**src/rtl/l2send_if.sv**
```systemverilog
// l2send_if: groups the l2 request handshake, the l2recv fill-done return
// and the shared-bus request/nack signals of the l2send transmitter.
//   master : l2send's view (drives ready/tag/upgr_done/bus_req_*)
//   slave  : the surrounding l2 / l2recv / bus view
interface l2send_if;
    logic        l2_l2send_valid;
    logic [2:0]  l2_l2send_cmd;
    logic [25:0] l2_l2send_addr;
    logic        l2send_l2_ready;
    logic [2:0]  l2send_l2_tag;
    logic        l2send_l2_upgr_done;
    logic [2:0]  l2send_l2_upgr_tag;
    logic        l2recv_l2send_done;
    logic [2:0]  l2recv_l2send_tag;
    logic        bus_req_valid;
    logic [2:0]  bus_req_cmd;
    logic [4:0]  bus_req_tag;
    logic [29:0] bus_req_addr;
    logic        bus_nack;

    modport master (
        input  l2_l2send_valid, l2_l2send_cmd, l2_l2send_addr,
        input  l2recv_l2send_done, l2recv_l2send_tag, bus_nack,
        output l2send_l2_ready, l2send_l2_tag,
        output l2send_l2_upgr_done, l2send_l2_upgr_tag,
        output bus_req_valid, bus_req_cmd, bus_req_tag, bus_req_addr
    );

    modport slave (
        output l2_l2send_valid, l2_l2send_cmd, l2_l2send_addr,
        output l2recv_l2send_done, l2recv_l2send_tag, bus_nack,
        input  l2send_l2_ready, l2send_l2_tag,
        input  l2send_l2_upgr_done, l2send_l2_upgr_tag,
        input  bus_req_valid, bus_req_cmd, bus_req_tag, bus_req_addr
    );
endinterface

```
**src/rtl/l2send.sv**
```systemverilog
// l2send: L2 bus transmitter. Accepts BUSRD/BUSRDX/BUSUPGR misses from l2,
// parks each in an 8-entry tag table, issues one request per TDM round in
// this node's slot, retries on nack, and frees tags when l2recv reports the
// fill (or, for BUSUPGR, as soon as the nack window passes cleanly).
// Ports:
//   clk  : clock
//   rst  : synchronous reset, active low
//   lnk  : l2send_if.master -- l2 request handshake, upgrade-done pulse,
//          l2recv fill-done, shared-bus request outputs and nack input
//
// Tag table entry states:
//   state        | meaning
//   ST_FREE      | entry unused, may be handed to l2
//   ST_ISSUE     | waiting for our slot to drive the bus
//   ST_NACKWAIT  | on the bus, waiting for the nack sample cycle
//   ST_OUTSTND   | accepted by the bus, waiting for l2recv fill-done
module l2send #(
    parameter logic [1:0] NODE_ID  = 2'd0,
    parameter logic [2:0] SLOT     = 3'd0,
    parameter int         NACK_LAT = 2
) (
    input logic      clk,
    input logic      rst,
    l2send_if.master lnk
);

    typedef enum logic [1:0] {
        ST_FREE,
        ST_ISSUE,
        ST_NACKWAIT,
        ST_OUTSTND
    } entry_state_t;

    localparam logic [2:0] CMD_BUSUPGR = 3'b011;
    // Bus outputs are registered, so the load happens one edge ahead of SLOT.
    localparam logic [2:0] ISSUE_CYC   = SLOT - 3'd1;
    localparam logic [2:0] NACK_CYC    = 3'((int'(SLOT) + NACK_LAT) % 8);

    entry_state_t st     [8];
    logic [2:0]   cmd_q  [8];
    logic [25:0]  addr_q [8];
    logic [2:0]   cyc_r;

    logic       any_free;
    logic       addr_hit;
    logic       any_issue;
    logic [2:0] free_idx;
    logic [2:0] issue_idx;
    logic       ready;
    logic       accept;

    // Descending scan leaves the lowest matching index in the result.
    always_comb begin
        any_free  = 1'b0;
        addr_hit  = 1'b0;
        any_issue = 1'b0;
        free_idx  = 3'd0;
        issue_idx = 3'd0;
        for (int i = 7; i >= 0; i--) begin
            if (st[i] == ST_FREE) begin
                any_free = 1'b1;
                free_idx = 3'(i);
            end else if (addr_q[i] == lnk.l2_l2send_addr) begin
                addr_hit = 1'b1;
            end
            if (st[i] == ST_ISSUE) begin
                any_issue = 1'b1;
                issue_idx = 3'(i);
            end
        end
    end

    // A second miss to a line already in flight is held off until that
    // line's tag is released.
    assign ready                = any_free & ~addr_hit;
    assign accept               = lnk.l2_l2send_valid & ready;
    assign lnk.l2send_l2_ready  = ready;
    assign lnk.l2send_l2_tag    = free_idx;

    // Accept, issue, nack resolution and done each touch an entry in a
    // different state, so they never collide on one index in a cycle.
    always_ff @(posedge clk) begin
        if (!rst) begin
            cyc_r                   <= 3'd0;
            lnk.bus_req_valid       <= 1'b0;
            lnk.bus_req_cmd         <= 3'd0;
            lnk.bus_req_tag         <= 5'd0;
            lnk.bus_req_addr        <= 30'd0;
            lnk.l2send_l2_upgr_done <= 1'b0;
            lnk.l2send_l2_upgr_tag  <= 3'd0;
            for (int i = 0; i < 8; i++) begin
                st[i]     <= ST_FREE;
                cmd_q[i]  <= 3'd0;
                addr_q[i] <= 26'd0;
            end
        end else begin
            cyc_r                   <= cyc_r + 3'd1;
            lnk.bus_req_valid       <= 1'b0;
            lnk.l2send_l2_upgr_done <= 1'b0;

            if (accept) begin
                st[free_idx]     <= ST_ISSUE;
                cmd_q[free_idx]  <= lnk.l2_l2send_cmd;
                addr_q[free_idx] <= lnk.l2_l2send_addr;
            end

            if (cyc_r == ISSUE_CYC && any_issue) begin
                st[issue_idx]     <= ST_NACKWAIT;
                lnk.bus_req_valid <= 1'b1;
                lnk.bus_req_cmd   <= cmd_q[issue_idx];
                lnk.bus_req_tag   <= {NODE_ID, issue_idx};
                lnk.bus_req_addr  <= {addr_q[issue_idx], 4'b0000};
            end

            if (cyc_r == NACK_CYC) begin
                for (int i = 0; i < 8; i++) begin
                    if (st[i] == ST_NACKWAIT) begin
                        if (lnk.bus_nack) begin
                            st[i] <= ST_ISSUE;
                        end else if (cmd_q[i] == CMD_BUSUPGR) begin
                            // An upgrade carries no data, so it is complete here.
                            st[i]                   <= ST_FREE;
                            lnk.l2send_l2_upgr_done <= 1'b1;
                            lnk.l2send_l2_upgr_tag  <= 3'(i);
                        end else begin
                            st[i] <= ST_OUTSTND;
                        end
                    end
                end
            end

            if (lnk.l2recv_l2send_done && st[lnk.l2recv_l2send_tag] == ST_OUTSTND) begin
                st[lnk.l2recv_l2send_tag] <= ST_FREE;
            end
        end
    end

endmodule

```
**src/flat_wrapper.sv**
```systemverilog
// flat-port wrapper written by rule: the top's interface ports become plain ports
module l2send_flat 
#(
    parameter logic [1:0] NODE_ID  = 2'd0,
    parameter logic [2:0] SLOT     = 3'd0,
    parameter int         NACK_LAT = 2
)
  (clk, rst, lnk_l2_l2send_valid, lnk_l2_l2send_cmd, lnk_l2_l2send_addr, lnk_l2recv_l2send_done, lnk_l2recv_l2send_tag, lnk_bus_nack, lnk_l2send_l2_ready, lnk_l2send_l2_tag, lnk_l2send_l2_upgr_done, lnk_l2send_l2_upgr_tag, lnk_bus_req_valid, lnk_bus_req_cmd, lnk_bus_req_tag, lnk_bus_req_addr);
  l2send_if lnk_i ();
  input logic clk;
  input logic rst;
  input wire logic [$bits(lnk_i.l2_l2send_valid)-1:0] lnk_l2_l2send_valid;
  input wire logic [$bits(lnk_i.l2_l2send_cmd)-1:0] lnk_l2_l2send_cmd;
  input wire logic [$bits(lnk_i.l2_l2send_addr)-1:0] lnk_l2_l2send_addr;
  input wire logic [$bits(lnk_i.l2recv_l2send_done)-1:0] lnk_l2recv_l2send_done;
  input wire logic [$bits(lnk_i.l2recv_l2send_tag)-1:0] lnk_l2recv_l2send_tag;
  input wire logic [$bits(lnk_i.bus_nack)-1:0] lnk_bus_nack;
  output wire logic [$bits(lnk_i.l2send_l2_ready)-1:0] lnk_l2send_l2_ready;
  output wire logic [$bits(lnk_i.l2send_l2_tag)-1:0] lnk_l2send_l2_tag;
  output wire logic [$bits(lnk_i.l2send_l2_upgr_done)-1:0] lnk_l2send_l2_upgr_done;
  output wire logic [$bits(lnk_i.l2send_l2_upgr_tag)-1:0] lnk_l2send_l2_upgr_tag;
  output wire logic [$bits(lnk_i.bus_req_valid)-1:0] lnk_bus_req_valid;
  output wire logic [$bits(lnk_i.bus_req_cmd)-1:0] lnk_bus_req_cmd;
  output wire logic [$bits(lnk_i.bus_req_tag)-1:0] lnk_bus_req_tag;
  output wire logic [$bits(lnk_i.bus_req_addr)-1:0] lnk_bus_req_addr;
  assign lnk_i.l2_l2send_valid = lnk_l2_l2send_valid;
  assign lnk_i.l2_l2send_cmd = lnk_l2_l2send_cmd;
  assign lnk_i.l2_l2send_addr = lnk_l2_l2send_addr;
  assign lnk_i.l2recv_l2send_done = lnk_l2recv_l2send_done;
  assign lnk_i.l2recv_l2send_tag = lnk_l2recv_l2send_tag;
  assign lnk_i.bus_nack = lnk_bus_nack;
  assign lnk_l2send_l2_ready = lnk_i.l2send_l2_ready;
  assign lnk_l2send_l2_tag = lnk_i.l2send_l2_tag;
  assign lnk_l2send_l2_upgr_done = lnk_i.l2send_l2_upgr_done;
  assign lnk_l2send_l2_upgr_tag = lnk_i.l2send_l2_upgr_tag;
  assign lnk_bus_req_valid = lnk_i.bus_req_valid;
  assign lnk_bus_req_cmd = lnk_i.bus_req_cmd;
  assign lnk_bus_req_tag = lnk_i.bus_req_tag;
  assign lnk_bus_req_addr = lnk_i.bus_req_addr;
  l2send #(.NODE_ID(NODE_ID), .SLOT(SLOT), .NACK_LAT(NACK_LAT)) u_core (.clk(clk), .rst(rst), .lnk(lnk_i));
endmodule
```
**config.mk**
```make
export PLATFORM = sky130hd
export DESIGN_NAME = l2send_flat
export DESIGN_NICKNAME = d
export VERILOG_FILES = /design/src/rtl/l2send_if.sv /design/src/rtl/l2send.sv /design/src/flat_wrapper.sv
export SDC_FILE = /design/constraint.sdc
export NUM_CORES = 1
export LEC_CHECK = 0
export BUFFER_PORTS_ARGS = -buffer_cell sky130_fd_sc_hd__buf_2
export CORE_MARGIN = 1
export CORE_UTILIZATION = 58
export CTS_BUF_LIST = sky130_fd_sc_hd__clkbuf_4 sky130_fd_sc_hd__clkbuf_8 sky130_fd_sc_hd__clkbuf_16
export DETAILED_ROUTE_END_ITERATION = 7
export PLACE_DENSITY = 0.76
export SYNTH_ARGS = -nofsm -noshare
export SYNTH_HDL_FRONTEND = slang
export SYNTH_SLANG_ARGS = --single-unit
```
**constraint.sdc**
```tcl
create_clock -name clk -period 4.2 [get_ports clk]
set_input_delay 0.21 -clock clk [delete_from_list [all_inputs] [get_ports clk]]
set_output_delay 0.21 -clock clk [all_outputs]
set_load 0.01 [all_outputs]
```
==> run_results.csv, run 1 <==
group,metric,value,unit
clock_network,cts_resized,0,
timing,period_minus_slack,3.47,ns
clock_network,clock-sinks,288,
die,fp.coreArea,0.0262,sq mm
synth,synthFlopType,"edfxtp_1",
synth,synth_warnings,0,
critical_path,crit_path_start_kind,"flip-flop",
timing,period_share,82.5,%
synth,ys_seq_area_share,51.9,%
cells_and_area,drive_gt1_share,13.8,%
placed_design,port_buffers,77,
global_route,grt_pass1_wl,73700,um
global_route,grt-ovfl-total,0,
clock_network,cts_setup_buffers,0,
clock_network,ctsHoldBuffers,0,
global_route,grt_pass1_vias,11217,
timing,finalSetupTns,0,ns
synth,syn_avg_cell_area,11.1,sq um
synth,synthArstFlopShare,0,%
outcome,outcome,"finished, violations left",
clock_network,cts-root-buf,"clkbuf_16",
pwr,p_leak,0.00645,uW
clock_network,htreeDepth,1,
placed_design,hpwl,33400,um
clock_network,clockBufferDepth,3,
timing,fmax,289,MHz
timing,rsz0062_at_grt,"false",
synth,synthTopCellsByArea,"edfxtp_1 45%, xor2_1 10%, and2_1 9.5%",
global_route,grt_antenna_before_repair,1,
drt,num_vias,12025,
cells_and_area,synthToLayoutAreaGrowth,10.1,%
die,core.rowCount,59,
die,die_h,166,um
synth,synth_edf_count,232,
critical_path,end_kind,"flip-flop",
critical_path,crit_type,"reg2reg",
die,die-area,0.0275,sq mm
cells_and_area,diodes,0,
pwr,ir_worst_vdd,0.000311,V
critical_path,worstPathArrival,3.78,ns
die,die_x,166,um
die,io_pins,84,
cells_and_area,layout.nets,1463,
timing,finalHoldViolCount,0,
die,initial_core_util,59.4,%
drt,drt_iter0_markers,2305,
clock_network,clkTransAtPathRegs,0.06,ns
timing,finalSetupViolations,0,
flow_run,maxCapViolations,0,
timing,worst_pin_slew,1.08,ns
critical_path,worstPathRequired,4.52,ns
timing,slew-limit-headroom,27.2,%
pwr,p_per_area,400,mW/mm^2
clock_network,cts_tree,"done",
worst_hold_path,hp-class,"in2reg",
synth,synth_top_area_share,44.7,%
synth,syn_area,0.0156,sq mm
drt,ant_nets,0,
drt,drtPass1Iterations,8,
timing,skew,0.0182,ns
drt,routed_wl,49600,um
clock_network,clk_latency,0.58,ns
outcome,violations,"design-rule violations",
placed_design,gp_congestion,1.13,
synth,synthMostInstantiatedCell,"and2_1",
clock_network,cts_buffers,31,
cells_and_area,stdcell_count,1782,
synth,synth-seq-cells,288,
synth,synthTopCellsByCount,"236 x and2_1, 232 x edfxtp_1, 182 x xor2_1",
synth,syn-instance-count,1403,
drt,drc,19,
critical_path,cp_max_fo,19,
global_route,grt_max_degree,68,
synth,synth_top_area_cell,"edfxtp_1",
placed_design,post-place-cells,1725,
drt,wl_per_cell,27.8,um
drt,vias_per_cell,6.75,
global_route,grt_util_all_layers,36.1,%
synth,yosys.cell_types.count,69,
timing,finalMaxSlewViolations,0,
[flip-flops by register name, indices dropped and copies added (netlist names)]
signal / count
u_core.lnk.l2send_l2_upgr_tag: 3
u_core.lnk.l2send_l2_upgr_done: 1
u_core.lnk.bus_req_cmd: 3
u_core.addr_q: 208
u_core.lnk.bus_req_addr: 26
u_core.lnk.bus_req_tag: 3
u_core.cmd_q: 24
u_core.lnk.bus_req_valid: 1
u_core.cyc_r: 3
u_core.st: 16
[cell type report]
type                            count  area, sq um
Clock buffer                       40          868
Clock inverter                     17          220
Fill cell                        2021         9060
Inverter                            4         15.0
Multi-Input combinational cell    982         6810
Sequential cell                   288         8090
Tap cell                          335          419
Timing Repair Buffer              116          728
[kinds of logic after synthesis]
family	share of synthesized area, %
AND/OR/NAND/NOR	21.0
adder cells (fa/ha/maj)	0.241
multiplexers	0.426
other	0.0241
AO/OA/AOI/OAI	9.73
XOR/XNOR	11.7
buffers and inverters	5.00
flip-flops	51.9
[path summary, 6_finish.rpt]
| check | end | slack (ns) | depth (start not counted) | from |
|---|---|---|---|---|
| worst max register to register | u_core.addr_q[0][21]$_SDFFCE_PN0P_ | 0.73 | 8 | u_core.addr_q[2][10]$_SDFFCE_PN0P_ |
| worst max-delay path | u_core.addr_q[0][21]$_SDFFCE_PN0P_ | 0.73 | 8 | u_core.addr_q[2][10]$_SDFFCE_PN0P_ |
| worst min-delay path | u_core.cmd_q[1][0]$_SDFFCE_PN0P_ | 0.04 | 2 | lnk_l2_l2send_cmd[0] |
| worst min register to register | u_core.cyc_r[0]$_SDFF_PN0_ | 0.46 | 1 | u_core.cyc_r[0]$_SDFF_PN0_ |
[stage by stage]
stage | instance area [sq um] | hold slack (ns) | util, % | power, uW | setup slack, ns
CTS | 17100 | 0.0319 | 65.4 | 6830 | 0.891
global placement | 16100 | 0.441 | 61.3 | 3950 | 0.857
global route | 17100 | 0.0561 | 65.4 | 7010 | 0.692
detailed placement | 16100 | 0.445 | 61.3 | 3960 | 0.847
floorplan | 15600 | 0.372 | - | 3700 | 1.10
finish | 17100 | 0.0361 | 65.4 | 6860 | 0.735
[critical path: stages (launching register included)]
cell and delay, ns:
edfxtp_1 0.42, xnor2_1 0.50, nand4_1 0.25, nor4_1 0.50, a41oi_1 0.35, nand2_1 0.19
nor2_2 0.05, nand2b_2 0.54, buf_4 0.40
[placed cells by master, fill, tap and decap left out, types with 5 or more instances in the layout]
cell	Yosys	layout
o21ai_0	13	13
nand3_1	46	46
clkinv_2	0	5
clkbuf_4	0	5
and2_1	236	235
nor2b_1	38	38
conb_1	1	6
dfxtp_1	56	56
buf_2	28	77
a31oi_1	31	31
nand4_1	15	15
buf_4	34	35
nor2_1	36	34
nor3_1	14	14
a222oi_1	58	58
xor2_1	182	182
nand2_1	85	85
xnor2_1	26	26
o21bai_1	5	5
a21oi_1	14	14
nand3b_1	5	5
a22oi_1	30	30
edfxtp_1	232	232
nand2b_1	18	14
bufinv_16	0	5
o22ai_1	6	6
nor3_4	0	5
clkbuf_16	0	31
nor4_1	45	45
[report_power, final]
part           internal (uW)  leakage, uW  switching [uW]  total [uW]
sequential              3190      0.00286            84.6        3280
combinational            180      0.00305             470         650
clock                   1760     0.000541            1170        2930
total                   5130      0.00645            1730        6860
[layer usage]
metal	vias up	track usage [%]	part of all wire [%]
li1	5106	-	-
met2	917	54.4	43
met1	5822	50.4	39
met5	-	0	0.028
met3	178	6.94	12
met4	2	17.3	5.6
(Power assumes the default switching activity.)
==> inputs of run 2 (changes only) <==
- CORE_UTILIZATION: 58 -> 56
- PLACE_DENSITY: 0.76 -> 0.77
- clock period: 4.2 -> 2.8 ns (I/O delays scaled with it)
==> run 2 against run 1 <==
The flow finishes with violations (design-rule violations, negative setup slack); die area up 3.5%; clock power up 59%; non-clock buffer count is 219 higher; design area increased by 15%; register-to-register slack worse by 0.84 ns; clock skew shrank 0.0011 ns; core utilization rose by 7.3 points; critical path depth rose by 2; largest power group unchanged; highest routed layer is now met4.
==> run_results.csv, run 2 (synthesis gave the netlist of run 1 again) <==
group,metric,value,unit
clock_network,clkTransAtPathRegs,0.06,ns
placed_design,post-place-ws,-0.402,ns
die,die_h,169,um
drt,drc,2,
timing,hold_slack,0.0197,ns
global_route,top_usage_layer,"met2",
critical_path,reg2reg_depth,10,
placed_design,post-place-cells,1970,
drt,drt_iter0_markers,2073,
flow_run,maxCapViolations,0,
global_route,grt_util_all_layers,38.5,%
timing,period_minus_slack,2.91,ns
pwr,p_leak,0.00778,uW
cells_and_area,final_cell_mix,"235 x and2_1, 232 x edfxtp_1, 224 x buf_4, 166 x xor2_1, 84 x nand2_1",
worst_hold_path,hp-start,"lnk_l2_l2send_cmd[1]",
critical_path,r2r_start,"u_core.addr_q[6][18]$_SDFFCE_PN0P_",
cells_and_area,stdcell_count,2044,
die,die_x,169,um
worst_hold_path,hold_end,"u_core.cmd_q[4][1]$_SDFFCE_PN0P_",
timing,fmax,344,MHz
clock_network,cts-root-buf,"clkbuf_16",
global_route,grt_pass1_vias,12473,
drt,ant_nets,0,
cells_and_area,utilization,72.7,%
die,initial_core_util,57.5,%
placed_design,gp_congestion,0.996,
die,io_pins,84,
critical_path,crit_start,"u_core.addr_q[6][18]$_SDFFCE_PN0P_",
die,fp.coreArea,0.0271,sq mm
clock_network,cts_tree,"done",
critical_path,cp_max_fo,7,
global_route,use_met3,6.97,%
clock_network,clock-sinks,288,
drt,vias_per_cell,6.35,
clock_network,htreeDepth,2,
timing,worst_pin_slew,1.05,ns
pwr,ir_worst_vdd,0.000517,V
pwr,finalPower,11000,uW
timing,fin_ws,-0.109,ns
critical_path,end_kind,"flip-flop",
critical_path,crit_type,"reg2reg",
pwr,p_per_area,557,mW/mm^2
drt,drtPass1Iterations,8,
clock_network,clockBufferDepth,3,
clock_network,cts_buffers,34,
global_route,grt_antenna_before_repair,2,
cells_and_area,drive_gt1_share,28.2,%
outcome,outcome,"finished, violations left",
clock_network,clk_latency,0.52,ns
critical_path,reg2reg_setup_slack,-0.11,ns
critical_path,crit_path_start_kind,"flip-flop",
placed_design,port_buffers,77,
cells_and_area,layout.nets,1685,
outcome,violations,"design-rule violations, negative setup slack",
worst_hold_path,hp-class,"in2reg",
cells_and_area,top_register,"u_core.addr_q",
global_route,grt_pass1_wl,79500,um
global_route,grt-ovfl-total,0,
cells_and_area,final_common_cell,"and2_1",
global_route,use_met1,51.9,%
timing,finalHoldViolCount,0,
cells_and_area,largest_reg_flops,208,
placed_design,hpwl,37800,um
worst_hold_path,whs_path_depth,2,
cells_and_area,synthToLayoutAreaGrowth,26.5,%
critical_path,worstPathArrival,3.12,ns
timing,period_share,104,%
global_route,grt_max_degree,68,
timing,slew-limit-headroom,30.3,%
timing,skew,0.0171,ns
critical_path,reg2reg_to,"u_core.addr_q[4][2]$_SDFFCE_PN0P_",
drt,num_vias,12971,
die,die-area,0.0285,sq mm
drt,wl_per_cell,26.7,um
timing,finalMaxSlewViolations,0,
cells_and_area,reg_top3,"u_core.addr_q (208), u_core.lnk.bus_req_addr (26), u_core.cmd_q (24)",
timing,rsz0062_at_grt,"true",
global_route,use_met2,59.6,%
drt,routed_wl,54600,um
die,core.rowCount,60,
critical_path,worstPathRequired,3.02,ns
timing,finalSetupViolations,96,
run 2: cell types whose count changed in the layout (fill, tap and decap cells not counted), sizes merged:
cell and change:
diode +2, clkbuf +4, clkinv +1, bufinv -1, inv +2, bufbuf +1, buf +216
run 2: worst max path at each step:
stage / to / slack (ns) / cells past startpoint
finish: u_core.addr_q[4][2]$_SDFFCE_PN0P_ / -0.11 / 10
global route: lnk_l2send_l2_ready / -0.12 / 8
CTS: lnk_l2send_l2_ready / -0.001 / 8
detailed placement: u_core.addr_q[4][16]$_SDFFCE_PN0P_ / -0.40 / 10
global placement: u_core.addr_q[4][16]$_SDFFCE_PN0P_ / -0.41 / 10
floorplan: u_core.addr_q[0][0]$_SDFFCE_PN0P_ / 0.006 / 8
run 2: critical path, stage by stage (launching register included):
cell and delay, ns:
edfxtp_1 0.44, xor2_1 0.34, nor4_1 0.13, nand4_1 0.14, o22ai_1 0.09, or4_4 0.50
buf_8 0.17, buf_12 0.13, nor3_4 0.19, nand2b_4 0.25, buf_4 0.22
run 2: timing repair:
| action | in CTS | in global routing |
|---|---|---|
| gates cloned | 1 | 3 |
| hold buffers | 0 | 0 |
| endpoints found under the setup margin | 407 | 426 |
| pin swaps | 6 | 9 |
| hold endpoints to repair | 0 | 0 |
| gates resized for setup | 36 | 26 |
| buffers inserted | 6 | 2 |
run 2: cell type report:
class	instances	area, sq um
well taps	372	465
repair buffers	335	2760
diodes	2	5.00
inverters	4	15.0
clock buffers	42	970
fillers	1846	7390
multi-input cells	982	7190
flip-flops and latches	288	8090
clock inverters	19	214
run 2: per-stage QoR:
stage | area, sq um | TNS [ns]
floorplan | 15600 | 0
global placement | 18000 | -68.29
detailed placement | 18000 | -65.31
CTS | 19500 | -0.00118
global route | 19700 | -12.32
finish | 19700 | -4.63
run 2: where the power goes:
| group | leakage (uW) | switching [uW] | internal (uW) | total [uW] |
|---|---|---|---|---|
| Clock | 0.000590 | 1820 | 2850 | 4670 |
| Sequential | 0.00286 | 126 | 4790 | 4910 |
| Combinational | 0.00433 | 848 | 545 | 1390 |
run 2: per-layer routing:
metal  vias to the layer above  wire [um]
met5                         -          0
met4                         0       3090
met3                       177       6560
met2                       990      24600
met1                      6268      20300
li1                       5536          -
